--- config.mk ---
export PLATFORM = sky130hd
export DESIGN_NAME = dsp_cascade_add_ctrl
export DESIGN_NICKNAME = d
export VERILOG_FILES = /design/src/rtl/dsp_cascade_add_ctrl.sv
export SDC_FILE = /design/constraint.sdc
export NUM_CORES = 1
export LEC_CHECK = 0
export CAP_MARGIN = 20
export CELL_PAD_IN_SITES_DETAIL_PLACEMENT = 0
export CELL_PAD_IN_SITES_GLOBAL_PLACEMENT = 1
export CORE_MARGIN = 1.5
export CORE_UTILIZATION = 50
export CTS_CLUSTER_SIZE = 8
export DETAILED_ROUTE_END_ITERATION = 7
export GPL_TIMING_DRIVEN = 0
export PLACE_DENSITY_LB_ADDON = 0.2
export SLEW_MARGIN = 20
export SYNTH_ARGS = -nofsm -noshare
export SYNTH_HDL_FRONTEND = slang
export SYNTH_SLANG_ARGS = --single-unit
--- constraint.sdc ---
create_clock -name clk -period 5.85 [get_ports clk]
set_input_delay 1.17 -clock clk [delete_from_list [all_inputs] [get_ports clk]]
set_output_delay 1.17 -clock clk [all_outputs]
set_load 0.02 [all_outputs]
--- src/rtl/dsp_cascade_add_ctrl.sv ---
// Valid/ready flow controller for a 2-DSP SIMD INT9xUINT8 cascade multiply-add pair.
// Optional stall/beat counters are built when DSP_CASCADE_CTRL_STATS_EN is defined.
module dsp_cascade_add_ctrl #(
    parameter int DSP_LATENCY = 5,
    parameter int FIFO_DEPTH  = 8,
    parameter int LANE_SHIFT  = 18
) (
    input  logic        clk,
    input  logic        aresetn,
    input  logic        flush,
    input  logic        s_valid,
    output logic        s_ready,
    input  logic [7:0]  s_a0,
    input  logic [7:0]  s_b0,
    input  logic [7:0]  s_a1,
    input  logic [7:0]  s_b1,
    input  logic [8:0]  s_coeff0,
    input  logic [8:0]  s_coeff1,
    output logic [7:0]  dsp_a0,
    output logic [7:0]  dsp_b0,
    output logic [7:0]  dsp_a1,
    output logic [7:0]  dsp_b1,
    output logic [8:0]  dsp_coeff0,
    output logic [8:0]  dsp_coeff1,
    output logic        dsp_clken,
    output logic        dsp_reset,
    input  logic [47:0] dsp_dout,
    output logic        m_valid,
    input  logic        m_ready,
    output logic [17:0] m_lane0,
`ifdef DSP_CASCADE_CTRL_STATS_EN
    output logic [31:0] stat_beats,
    output logic [31:0] stat_stall,
`endif
    output logic [17:0] m_lane1
);

    localparam int LAT_W = (DSP_LATENCY > 1) ? $clog2(DSP_LATENCY) : 1;
    localparam int PTR_W = (FIFO_DEPTH > 1) ? $clog2(FIFO_DEPTH) : 1;
    localparam int CNT_W = $clog2(FIFO_DEPTH + 1);

    typedef enum logic [1:0] {
        ST_INIT,
        ST_FLUSH,
        ST_RUN
    } state_t;

    state_t                   state;
    logic [LAT_W-1:0]         cnt;
    logic [DSP_LATENCY-1:0]   vld_pipe;
    logic [CNT_W-1:0]         inflight;
    logic [CNT_W:0]           credit_used;
    logic [CNT_W-1:0]         fifo_cnt;
    logic [PTR_W-1:0]         wr_ptr;
    logic [PTR_W-1:0]         rd_ptr;
    logic [35:0]              fifo_mem [FIFO_DEPTH];
    logic                     s_fire;
    logic                     push;
    logic                     pop;
    logic                     fifo_full;
    logic [17:0]              wr_lane0;
    logic [17:0]              wr_lane1;
    logic                     unused_dout_bits;

    function automatic logic [PTR_W-1:0] ptr_inc(input logic [PTR_W-1:0] p);
        return (p == PTR_W'(FIFO_DEPTH - 1)) ? '0 : p + PTR_W'(1);
    endfunction

    assign dsp_a0     = s_a0;
    assign dsp_b0     = s_b0;
    assign dsp_a1     = s_a1;
    assign dsp_b1     = s_b1;
    assign dsp_coeff0 = s_coeff0;
    assign dsp_coeff1 = s_coeff1;

    // NOTE: every variable assigned in always_comb gets a default first, so no latch is inferred.
    always_comb begin
        inflight = '0;
        for (int i = 0; i < DSP_LATENCY; i++) begin
            inflight = inflight + CNT_W'(vld_pipe[i]);
        end
    end

    // Credits cover both buffered and in-flight beats, so the FIFO cannot overflow.
    assign credit_used = {1'b0, fifo_cnt} + {1'b0, inflight};
    assign s_ready     = (state == ST_RUN) && (credit_used < (CNT_W + 1)'(FIFO_DEPTH));
    assign s_fire      = s_valid && s_ready;
    assign dsp_clken   = (state != ST_RUN) || s_fire || (|vld_pipe);

    assign push      = dsp_clken && vld_pipe[DSP_LATENCY-1];
    assign m_valid   = (fifo_cnt != '0);
    assign pop       = m_valid && m_ready;
    assign fifo_full = (fifo_cnt == CNT_W'(FIFO_DEPTH));

    // The low lane is sign-extended into the high lane by the cascade, so add its sign back.
    assign wr_lane0         = dsp_dout[17:0];
    assign wr_lane1         = dsp_dout[LANE_SHIFT+17:LANE_SHIFT] + {17'd0, dsp_dout[17]};
    assign unused_dout_bits = ^dsp_dout[47:LANE_SHIFT+18];

    // NOTE: sequential state uses non-blocking assignments so every flop sees pre-edge values.
    always_ff @(posedge clk or negedge aresetn) begin
        if (!aresetn) begin
            state     <= ST_INIT;
            cnt       <= '0;
            dsp_reset <= 1'b1;
        end else begin
            case (state)
                ST_INIT, ST_FLUSH: begin
                    if (flush) begin
                        cnt <= '0;
                    end else if (cnt == LAT_W'(DSP_LATENCY - 1)) begin
                        state     <= ST_RUN;
                        cnt       <= '0;
                        dsp_reset <= 1'b0;
                    end else begin
                        cnt <= cnt + LAT_W'(1);
                    end
                end
                ST_RUN: begin
                    if (flush) begin
                        state     <= ST_FLUSH;
                        cnt       <= '0;
                        dsp_reset <= 1'b1;
                    end
                end
                default: begin
                    state     <= ST_INIT;
                    cnt       <= '0;
                    dsp_reset <= 1'b1;
                end
            endcase
        end
    end

    always_ff @(posedge clk or negedge aresetn) begin
        if (!aresetn) begin
            vld_pipe <= '0;
            wr_ptr   <= '0;
            rd_ptr   <= '0;
            fifo_cnt <= '0;
        end else if (flush) begin
            vld_pipe <= '0;
            wr_ptr   <= '0;
            rd_ptr   <= '0;
            fifo_cnt <= '0;
        end else begin
            if (dsp_clken) begin
                vld_pipe <= {vld_pipe[DSP_LATENCY-2:0], s_fire};
            end
            if (push) begin
                wr_ptr <= ptr_inc(wr_ptr);
            end
            if (pop) begin
                rd_ptr <= ptr_inc(rd_ptr);
            end
            if (push && !pop) begin
                fifo_cnt <= fifo_cnt + CNT_W'(1);
            end else if (pop && !push) begin
                fifo_cnt <= fifo_cnt - CNT_W'(1);
            end
        end
    end

    // NOTE: the FIFO storage has no reset; fifo_cnt alone decides which entries are valid.
    always_ff @(posedge clk) begin
        if (push) begin
            fifo_mem[wr_ptr] <= {wr_lane1, wr_lane0};
        end
    end

    assign m_lane0 = fifo_mem[rd_ptr][17:0];
    assign m_lane1 = fifo_mem[rd_ptr][35:18];

    a_fifo_no_overflow: assert property (
        @(posedge clk) disable iff (!aresetn) !(push && !pop && fifo_full && !flush)
    );

`ifdef DSP_CASCADE_CTRL_STATS_EN
    always_ff @(posedge clk or negedge aresetn) begin
        if (!aresetn) begin
            stat_beats <= '0;
            stat_stall <= '0;
        end else if (flush) begin
            stat_beats <= '0;
            stat_stall <= '0;
        end else begin
            if (pop && (stat_beats != '1)) begin
                stat_beats <= stat_beats + 32'd1;
            end
            if ((state == ST_RUN) && s_valid && !s_ready && (stat_stall != '1)) begin
                stat_stall <= stat_stall + 32'd1;
            end
        end
    end
`endif

endmodule

# Yosys cells after proc, flatten, opt, wreduce, memory -nomap -nowiden

Memories as Yosys holds them, arrays and structs flattened.
Index checks and enable logic that the tools add are counted.

Register bits after elaboration: 21
Latch bits: 0
Memory bits (writable): 288
ROM bits: 0
Input port bits: 103
Output and inout bits: 90
Word-level logic and storage cells: 73
Memories: 1

$add $sub $neg: 11
Multipliers: 0
Divide/modulo/power cells: 0
$lt $le $gt $ge: 1
Equality and inequality tests: 9
Shift-type cells: 0
Multiplexer cells: 25
Bitwise logic cells: 0
Reduce and logical (&&, ||, !) cells: 19

Memories:

| memory   | depth | width | read ports | clocked after Yosys merged registers in | write ports | line | text |
|---|---|---|---|---|---|---|---|
| fifo_mem | 8     | 36    | 1          | 0                                       | 1           | 56   | `logic [35:0] fifo_mem [FIFO_DEPTH];` |

Operators with widths:

| kind                | number |
|---|---|
| $mux 3              | 9 |
| $add 18x1->18       | 1 |
| $mux 4              | 3 |
| $mux 5              | 2 |
| $add 3x1->3 const B | 3 |
| $eq 3x3->1 const B  | 3 |
| $ne 2x2->1 const B  | 4 |
| $logic_and 1x1->1   | 6 |
| $mux 2              | 3 |
| $pmux 3 s2          | 1 |
| $reduce_bool 2->1   | 3 |
| $add 4x4->5         | 1 |
| $lt 5x4->1 const B  | 1 |
| $mux 1              | 5 |
| $reduce_or 5->1     | 1 |
| $add 3x1->4         | 1 |
| $add 4x1->4         | 1 |
| $add 4x1->4 const B | 1 |
| $pmux 2 s2          | 1 |
| $reduce_bool 4->1   | 1 |
| $sub 4x1->4 const B | 1 |
| $add 2x1->3         | 1 |
| $reduce_and 3->1    | 1 |
| $reduce_bool 3->1   | 1 |
| other kinds (8)     | 10 |

# Logic depth before layout (Yosys ltp)

Gate-level depths: netlist of the first run.

Depth after elaboration: 16
Mapped depth: 9
Depth with buffers taken out: 9

# Worst setup path after synthesis of the first run

No wires, ideal clock.

Path type: register -> register
From: register vld_pipe[4]
To: memory fifo_mem[0][0], enable pin
Setup time: 0.474 ns
Data arrival time: 3.257 ns
Required time: 5.376 ns
Path slack: 2.119 ns
Cell stages (with the launch flop): 4
Buffers on the path: 1
Period minus slack after synthesis: 3.731 ns
Path through: dfrtp_1 > clkbuf_1 > nand2b_1 > nor3_1

Word-level cells in the longest chain between the ends: 10
Elaborated cells on any way between the ends: 11
Those cells by class: 2 x add/sub; 1 x order compare; 2 x mux; 6 x reduce/logical

Ends and longest elaborated chain:

| item                             | line | text |
|---|---|---|
| from (decl)                      | 50   | `logic [DSP_LATENCY-1:0] vld_pipe;` |
| from (signal assigned)           | 148  | `vld_pipe <= {vld_pipe[DSP_LATENCY-2:0], s_fire};` |
| $add 4x1->4                      | 80   | `inflight = inflight + CNT_W'(vld_pipe[i]);` |
| $add 4x4->5                      | 85   | `assign credit_used = {1'b0, fifo_cnt} + {1'b0, inflight};` |
| $lt 5x4->1                       | 86   | `assign s_ready = (state == ST_RUN) && (credit_used < (CNT_W + 1)'(FIFO_DEPTH));` |
| $logic_and 1x1->1                | 86   |  |
| $logic_and 1x1->1                | 87   | `assign s_fire = s_valid && s_ready;` |
| $logic_or 1x1->1 (2 in series)   | 88   | `assign dsp_clken = (state != ST_RUN) \|\| s_fire \|\| (\|vld_pipe);` |
| $logic_and 1x1->1 (*)            | 90   | `assign push = dsp_clken && vld_pipe[DSP_LATENCY-1];` |
| $mux 1 (*)                       | 166  | `if (push) begin` |
| $mux 1 (not written as such) (*) | 167  | `fifo_mem[wr_ptr] <= {wr_lane1, wr_lane0};` |
| to (decl)                        | 56   |  |

Mark *: on every way between the ends. The rest lies on a longest branch, timed or not.

# Final worst setup path of the first run

From: register vld_pipe[0]
To: output port dsp_clken

Word-level cells in the longest chain between the ends: 10
Elaborated cells on any way between the ends: 11
Those cells by class: 5 x add/sub; 1 x order compare; 5 x reduce/logical

Ends and longest elaborated chain:

| item                 | line | text |
|---|---|---|
| $add 1x1->2          | 80   |  |
| $add 2x1->3          | 80   |  |
| $add 3x1->4          | 80   |  |
| $add 4x1->4          | 80   |  |
| $add 4x4->5          | 85   |  |
| $lt 5x4->1           | 86   |  |
| $logic_and 1x1->1    | 86   |  |
| $logic_and 1x1->1    | 87   |  |
| $logic_or 1x1->1     | 88   |  |
| $logic_or 1x1->1 (*) | 88   |  |
| to (decl)            | 25   | `output logic dsp_clken,` |

Marked as above.

==> flow_summary.json, run 1 <==
{
  "num_rows": 58,
  "final_antenna_net_count": 0,
  "cts_root_buffer": "clkbuf_16",
  "drt_wl_total_um": 25500,
  "met3_usage": 0.0374,
  "syn-num-nets": 760,
  "holdBufCountCts": 0,
  "clkTransAtPathRegs_ps": 50,
  "powerDensity_mw_per_mm2": 367,
  "fin_ws_ps": 1460,
  "grt_usage": 0.199,
  "critPathKind": "flip-flop to output pin",
  "setup_violations": 0,
  "cellLeakagePower_nw": 5.37,
  "h-tree-depth": 2,
  "dieArea_mm2": 0.0264,
  "arrival_ps": 3220,
  "post_drt_wl_per_cell_um": 21.6,
  "ff_latch_area_mm2": 0.00918,
  "core_area_mm2": 0.0250,
  "dieWidth_um": 162,
  "synth_top_area_frac": 0.680,
  "synth_top_area_cell": "edfxtp_1",
  "required_ps": 4680,
  "grt_pass1_vias": 6791,
  "ctsResizeCount": 0,
  "avgSynthCellArea_um2": 19.9,
  "pre_cts_slack_ps": 1900,
  "synthArstFlopShare": 0.0680,
  "synthToLayoutAreaGrowth_pct": 25.8,
  "ys_seq_area_frac": 0.721,
  "grt_overflow_total": 0,
  "yosys_register_bits": 309,
  "drt_first_pass_iters": 5,
  "ys.flop_type": "edfxtp_1",
  "multi_input_area_mm2": 0.00309,
  "period_minus_slack_ps": 4390,
  "status": "completed",
  "max_freq_mhz": 228,
  "dp_hpwl_um": 16900,
  "initial_core_util": 0.508,
  "syn_inst": 640,
  "fin_tns_setup_ps": 0,
  "nFillCells": 1725,
  "maxCapViolCount": 0,
  "min_path_type": "flip-flop to flip-flop",
  "synth_area_leaders": "edfxtp_1, mux4_2, dfrtp_1",
  "clock-sinks": 309,
  "fin_total_pwr_mw": 5.87,
  "fin_nets": 957,
  "tightest_slew_ps": 785,
  "crit_path_max_fanout": 5,
  "grt_pass1_wl_um": 38700,
  "port-buffer-count": 130,
  "synth_area_mm2": 0.0127,
  "drc": 0,
  "ir_worst_vdd_v": 0.000278,
  "rsz0062_at_grt": "false",
  "cts_buffer_depth": 3,
  "ys_types": 41,
  "fin_skew_ps": 10.0,
  "cp-start-kind": "flip-flop",
  "busiest_layer": "met2",
  "grtUsageMet1": 0.260,
  "cts_buffers": 44,
  "ys.warnings.count": 0,
  "final.period_utilization": 0.751,
  "insertion_delay_ps": 520,
  "max_slew_margin": 0.474,
  "drt-initial-drc-count": 407,
  "ios": 193,
  "cts_tree": "yes",
  "die_h_um": 162,
  "grt_max_degree": 22,
  "gp_congestion": 0.781,
  "ys_top_cells_by_count": "edfxtp_1, mux4_2, buf_4, mux2_2, nor2_1",
  "dr_total_vias": 6477,
  "use_met2": 0.342,
  "cts_setup_buffers": 0,
  "synth-edff-count": 288,
  "drv_slew": 0,
  "final_layout_size_suffix_gt1_frac": 0.289,
  "synth.most_common_cell": "edfxtp_1",
  "vias_per_cell": 5.51,
  "antenna_found_initial": 0,
  "final_hold_viol_count": 0,
  "cp-end-kind": "output pin"
}
-- critical path: stages, from the launching register on --
cell and delay, ps:
dfrtp_1 410, fa_1 560, inv_1 50, fa_1 350, inv_1 60, ha_1 220, nand4b_1 120, nand4_1 200
nand2_1 130, clkdlybuf4s50_1 600
-- report_power, final --
| group | internal [mW] | switching [mW] | total (mW) |
|---|---|---|---|
| combinational | 0.654 | 0.573 | 1.23 |
| sequential | 2.45 | 0.0355 | 2.48 |
| clock | 1.35 | 0.807 | 2.16 |
| total | 4.46 | 1.41 | 5.87 |
-- stage by stage --
step / std cells / hold WS [ps] / cell area [um2] / util
5_1_grt: 1175 / 590 / 16000 / 0.639
4_1_cts: 1175 / 550 / 16000 / 0.639
3_5_place_dp: 1121 / 527 / 14800 / 0.593
2_1_floorplan: 640 / 487 / 12700 / -
3_3_place_gp: 1100 / 524 / 14400 / 0.577
6_report: 1176 / 547 / 16000 / 0.639
-- layout make-up --
cell class	instances	area share
tap	330	0.0258
multi-input combinational	247	0.193
clock inverter	1	0.000235
antenna	1	0.000156
timing repair buffer	151	0.103
buffer	74	0.0297
sequential	309	0.574
inverter	10	0.00235
clock buffer	53	0.0723
-- kinds of logic (layout without fill, tap and decap cells) --
| logic type | count (synthesis) | in the layout | share of synthesized area |
|---|---|---|---|
| adders and majority gates | 17 | 17 | 0.0185 |
| xor gates and xnor gates | 19 | 19 | 0.0131 |
| AOI/OAI and AO/OA | 18 | 18 | 0.0115 |
| DFF | 309 | 309 | 0.721 |
| other | 0 | 1 | 0 |
| muxes | 114 | 114 | 0.164 |
| buffers and inverters | 84 | 289 | 0.0403 |
| and+or+nand+nor | 79 | 79 | 0.0312 |
-- layer usage --
layer,part of all wire,vias up
met5,0,-
met4,0.022,0
met3,0.059,49
met2,0.51,210
met1,0.41,3328
li1,-,2890
-- final timing paths --
path | end | depth (start not counted) | start | slack, ps
worst max-delay path | dsp_clken | 9 | vld_pipe[0] | 1460
min in group asynchronous | rd_ptr[0] | 1 | aresetn | 620
worst max register to register | fifo_cnt[3] | 7 | fifo_cnt[0] | 3290
worst min-delay path | dsp_reset | 1 | state[0] | 550
worst min register to register | dsp_reset | 1 | state[0] | 550
max in group asynchronous | dsp_reset | 1 | aresetn | 4870
-- cell usage in the layout (no fill, tap or decap), types with 2 or more instances in the layout --
master             n
edfxtp_1         288
clkdlybuf4s50_1  129
mux4_2            72
buf_4             57
clkbuf_16         45
mux2_2            36
clkbuf_1          22
nor2_1            21
dfrtp_1           20
xnor2_1           14
nand2_1           14
ha_1              14
inv_1             10
nand3_1            9
buf_2              9
buf_16             7
and4_1             6
nor2_4             6
mux2i_1            6
xor2_1             5
a21oi_1            5
buf_6              4
nand4_1            3
nand2b_1           3
nor2b_1            3
nor3_1             3
o21ai_0            3
fa_1               3
buf_12             3
and3_1             2
buf_1              2
nor3_2             2
nor3b_1            2
a21o_1             2
-- state kept, by name, summed over array words and instances, names as in the netlist --
signal     cells
rd_ptr         3
dsp_reset      1
vld_pipe       5
fifo_mem     288
fifo_cnt       4
cnt            3
wr_ptr         3
state          2
Power figures use the tool's default switching activity.
==> run 2: changes to the inputs <==
--- a/config.mk
+++ b/config.mk
@@ -9,7 +9,7 @@
 export CELL_PAD_IN_SITES_DETAIL_PLACEMENT = 0
 export CELL_PAD_IN_SITES_GLOBAL_PLACEMENT = 1
 export CORE_MARGIN = 1.5
-export CORE_UTILIZATION = 50
+export CORE_UTILIZATION = 42
 export CTS_CLUSTER_SIZE = 8
 export DETAILED_ROUTE_END_ITERATION = 7
 export GPL_TIMING_DRIVEN = 0
==> constraint.sdc (replaced) <==
create_clock -name clk -period 3.89 [get_ports clk]
set_input_delay 0.778 -clock clk [delete_from_list [all_inputs] [get_ports clk]]
set_output_delay 0.778 -clock clk [all_outputs]
set_load 0.02 [all_outputs]
==> run 2 against run 1 <==
Against the previous run: register-to-register slack worse by 1900 ps; final cell count is 5.4% higher; first-iteration DRC count is 45% higher; setup slack worse by 1300 ps; critical path type unchanged; highest routed layer unchanged; global-route usage is 2.3 points lower.
==> flow_summary.json, run 2 (synthesized netlist as in run 1, its figures left out) <==
{
  "clock-sinks": 309,
  "cp-start-kind": "flip-flop",
  "fin_ws_ps": 167,
  "ios": 193,
  "drt-initial-drc-count": 592,
  "cellLeakagePower_nw": 5.47,
  "fin_total_pwr_mw": 8.95,
  "final.period_utilization": 0.957,
  "critPathKind": "flip-flop to output pin",
  "hold_ws_ps": 546,
  "post_drt_wl_per_cell_um": 21.6,
  "dr_wl_met3_um": 1630,
  "dr_total_vias": 6536,
  "grt_usage": 0.176,
  "min_path_type": "flip-flop to flip-flop",
  "required_ps": 3110,
  "maxCapViolCount": 0,
  "powerDensity_mw_per_mm2": 552,
  "dp_hpwl_um": 17700,
  "grt_max_degree": 22,
  "dieWidth_um": 177,
  "cp-end-kind": "output pin",
  "drt-met1-wl_um": 11400,
  "num_rows": 63,
  "cts_tree": "yes",
  "fin_skew_ps": 11.7,
  "crit_path_max_fanout": 10,
  "core_area_mm2": 0.0297,
  "nFillCells": 2278,
  "period_minus_slack_ps": 3720,
  "drv_slew": 0,
  "cts_root_buffer": "clkbuf_16",
  "highest_layer": "met4",
  "most-common-layout-cells": "edfxtp_1, clkdlybuf4s50_1, mux4_2, buf_4, clkbuf_16",
  "final_antenna_net_count": 0,
  "gp_congestion": 0.719,
  "drc": 0,
  "ir_worst_vdd_v": 0.000378,
  "dieArea_mm2": 0.0313,
  "grt_pass1_vias": 6788,
  "insertion_delay_ps": 520,
  "final_layout_size_suffix_gt1_frac": 0.307,
  "status": "completed",
  "grt_overflow_total": 0,
  "max_freq_mhz": 269,
  "holdBufCountCts": 0,
  "synthToLayoutAreaGrowth_pct": 27.4,
  "cts_buffer_depth": 3,
  "vias_per_cell": 5.28,
  "cts_setup_buffers": 0,
  "fin_cells": 1239,
  "antenna_found_initial": 0,
  "die_h_um": 177,
  "drt_wl_total_um": 26800,
  "grt_pass1_wl_um": 40400,
  "rsz0062_at_grt": "false",
  "route.met2.wl_um": 13300,
  "dp_cells": 1185,
  "fin_nets": 960,
  "regMostFlops": "fifo_mem",
  "largest_reg_flops": 288,
  "arrival_ps": 2950,
  "drt_first_pass_iters": 5,
  "port-buffer-count": 130,
  "tightest_slew_ps": 972,
  "h-tree-depth": 2,
  "cts_buffers": 44,
  "final_hold_viol_count": 0,
  "setup_violations": 0,
  "layout_commonest_cell": "edfxtp_1",
  "pre_cts_slack_ps": 326,
  "antenna_cells": 0,
  "max_slew_margin": 0.350,
  "clkTransAtPathRegs_ps": 50,
  "initial_core_util": 0.428,
  "largestRegisters": "fifo_mem (288), vld_pipe (5), fifo_cnt (4)"
}
run 2: path summary, 6_finish.rpt:
path,cells past startpoint,slack (ps),endpoint,start
setup / recovery,5,170,m_lane1[4],rd_ptr[0]
hold / removal,2,550,cnt[1],cnt[1]
setup reg to reg,7,1370,fifo_cnt[3],fifo_cnt[0]
hold reg to reg,2,550,cnt[1],cnt[1]
max in group asynchronous,1,2500,state[0],aresetn
min in group asynchronous,1,790,fifo_cnt[3],aresetn
run 2: timing repair:
item                       4_1_cts  5_1_grt
gates cloned                     0        0
setup endpoints to repair       38       20
resized for setup               16        5
pin swaps                        0        1
run 2: metal layers:
metal  vias to the layer above  track usage
met4                         0       0.0477
met3                        38       0.0369
met2                       228        0.295
met1                      3373        0.233
li1                       2897            -
met5                         -            0
run 2: per-stage QoR:
stage	TNS (ps)	area [um2]	util
3_3_place_gp	-360450	14500	0.488
4_1_cts	-0.372	16200	0.545
5_1_grt	0	16200	0.545
2_1_floorplan	0	12700	-
3_5_place_dp	0	15000	0.504
6_report	0	16200	0.545
run 2: final cells by class:
type	instances	area, um2	area share
clock inverter	2	21.3	0.00131
timing repair buffer	155	1720	0.106
sequential	309	9180	0.566
buffer	73	500	0.0309
multi-input combinational	247	3090	0.190
tap	390	488	0.0301
clock buffer	53	1180	0.0726
inverter	10	37.5	0.00232
run 2: worst max-delay path: stages, from the launching register on:
cell and delay (ps):
dfrtp_1 360, buf_2 290, clkbuf_4 380, mux4_2 530
mux2_2 310, clkdlybuf4s50_1 550
run 2: where the power goes:
| group | switching, mW | internal, mW | leakage, nW |
|---|---|---|---|
| Combinational | 0.880 | 1.00 | 2.01 |
| Clock | 1.25 | 2.08 | 0.586 |
| Sequential | 0.0518 | 3.68 | 2.87 |
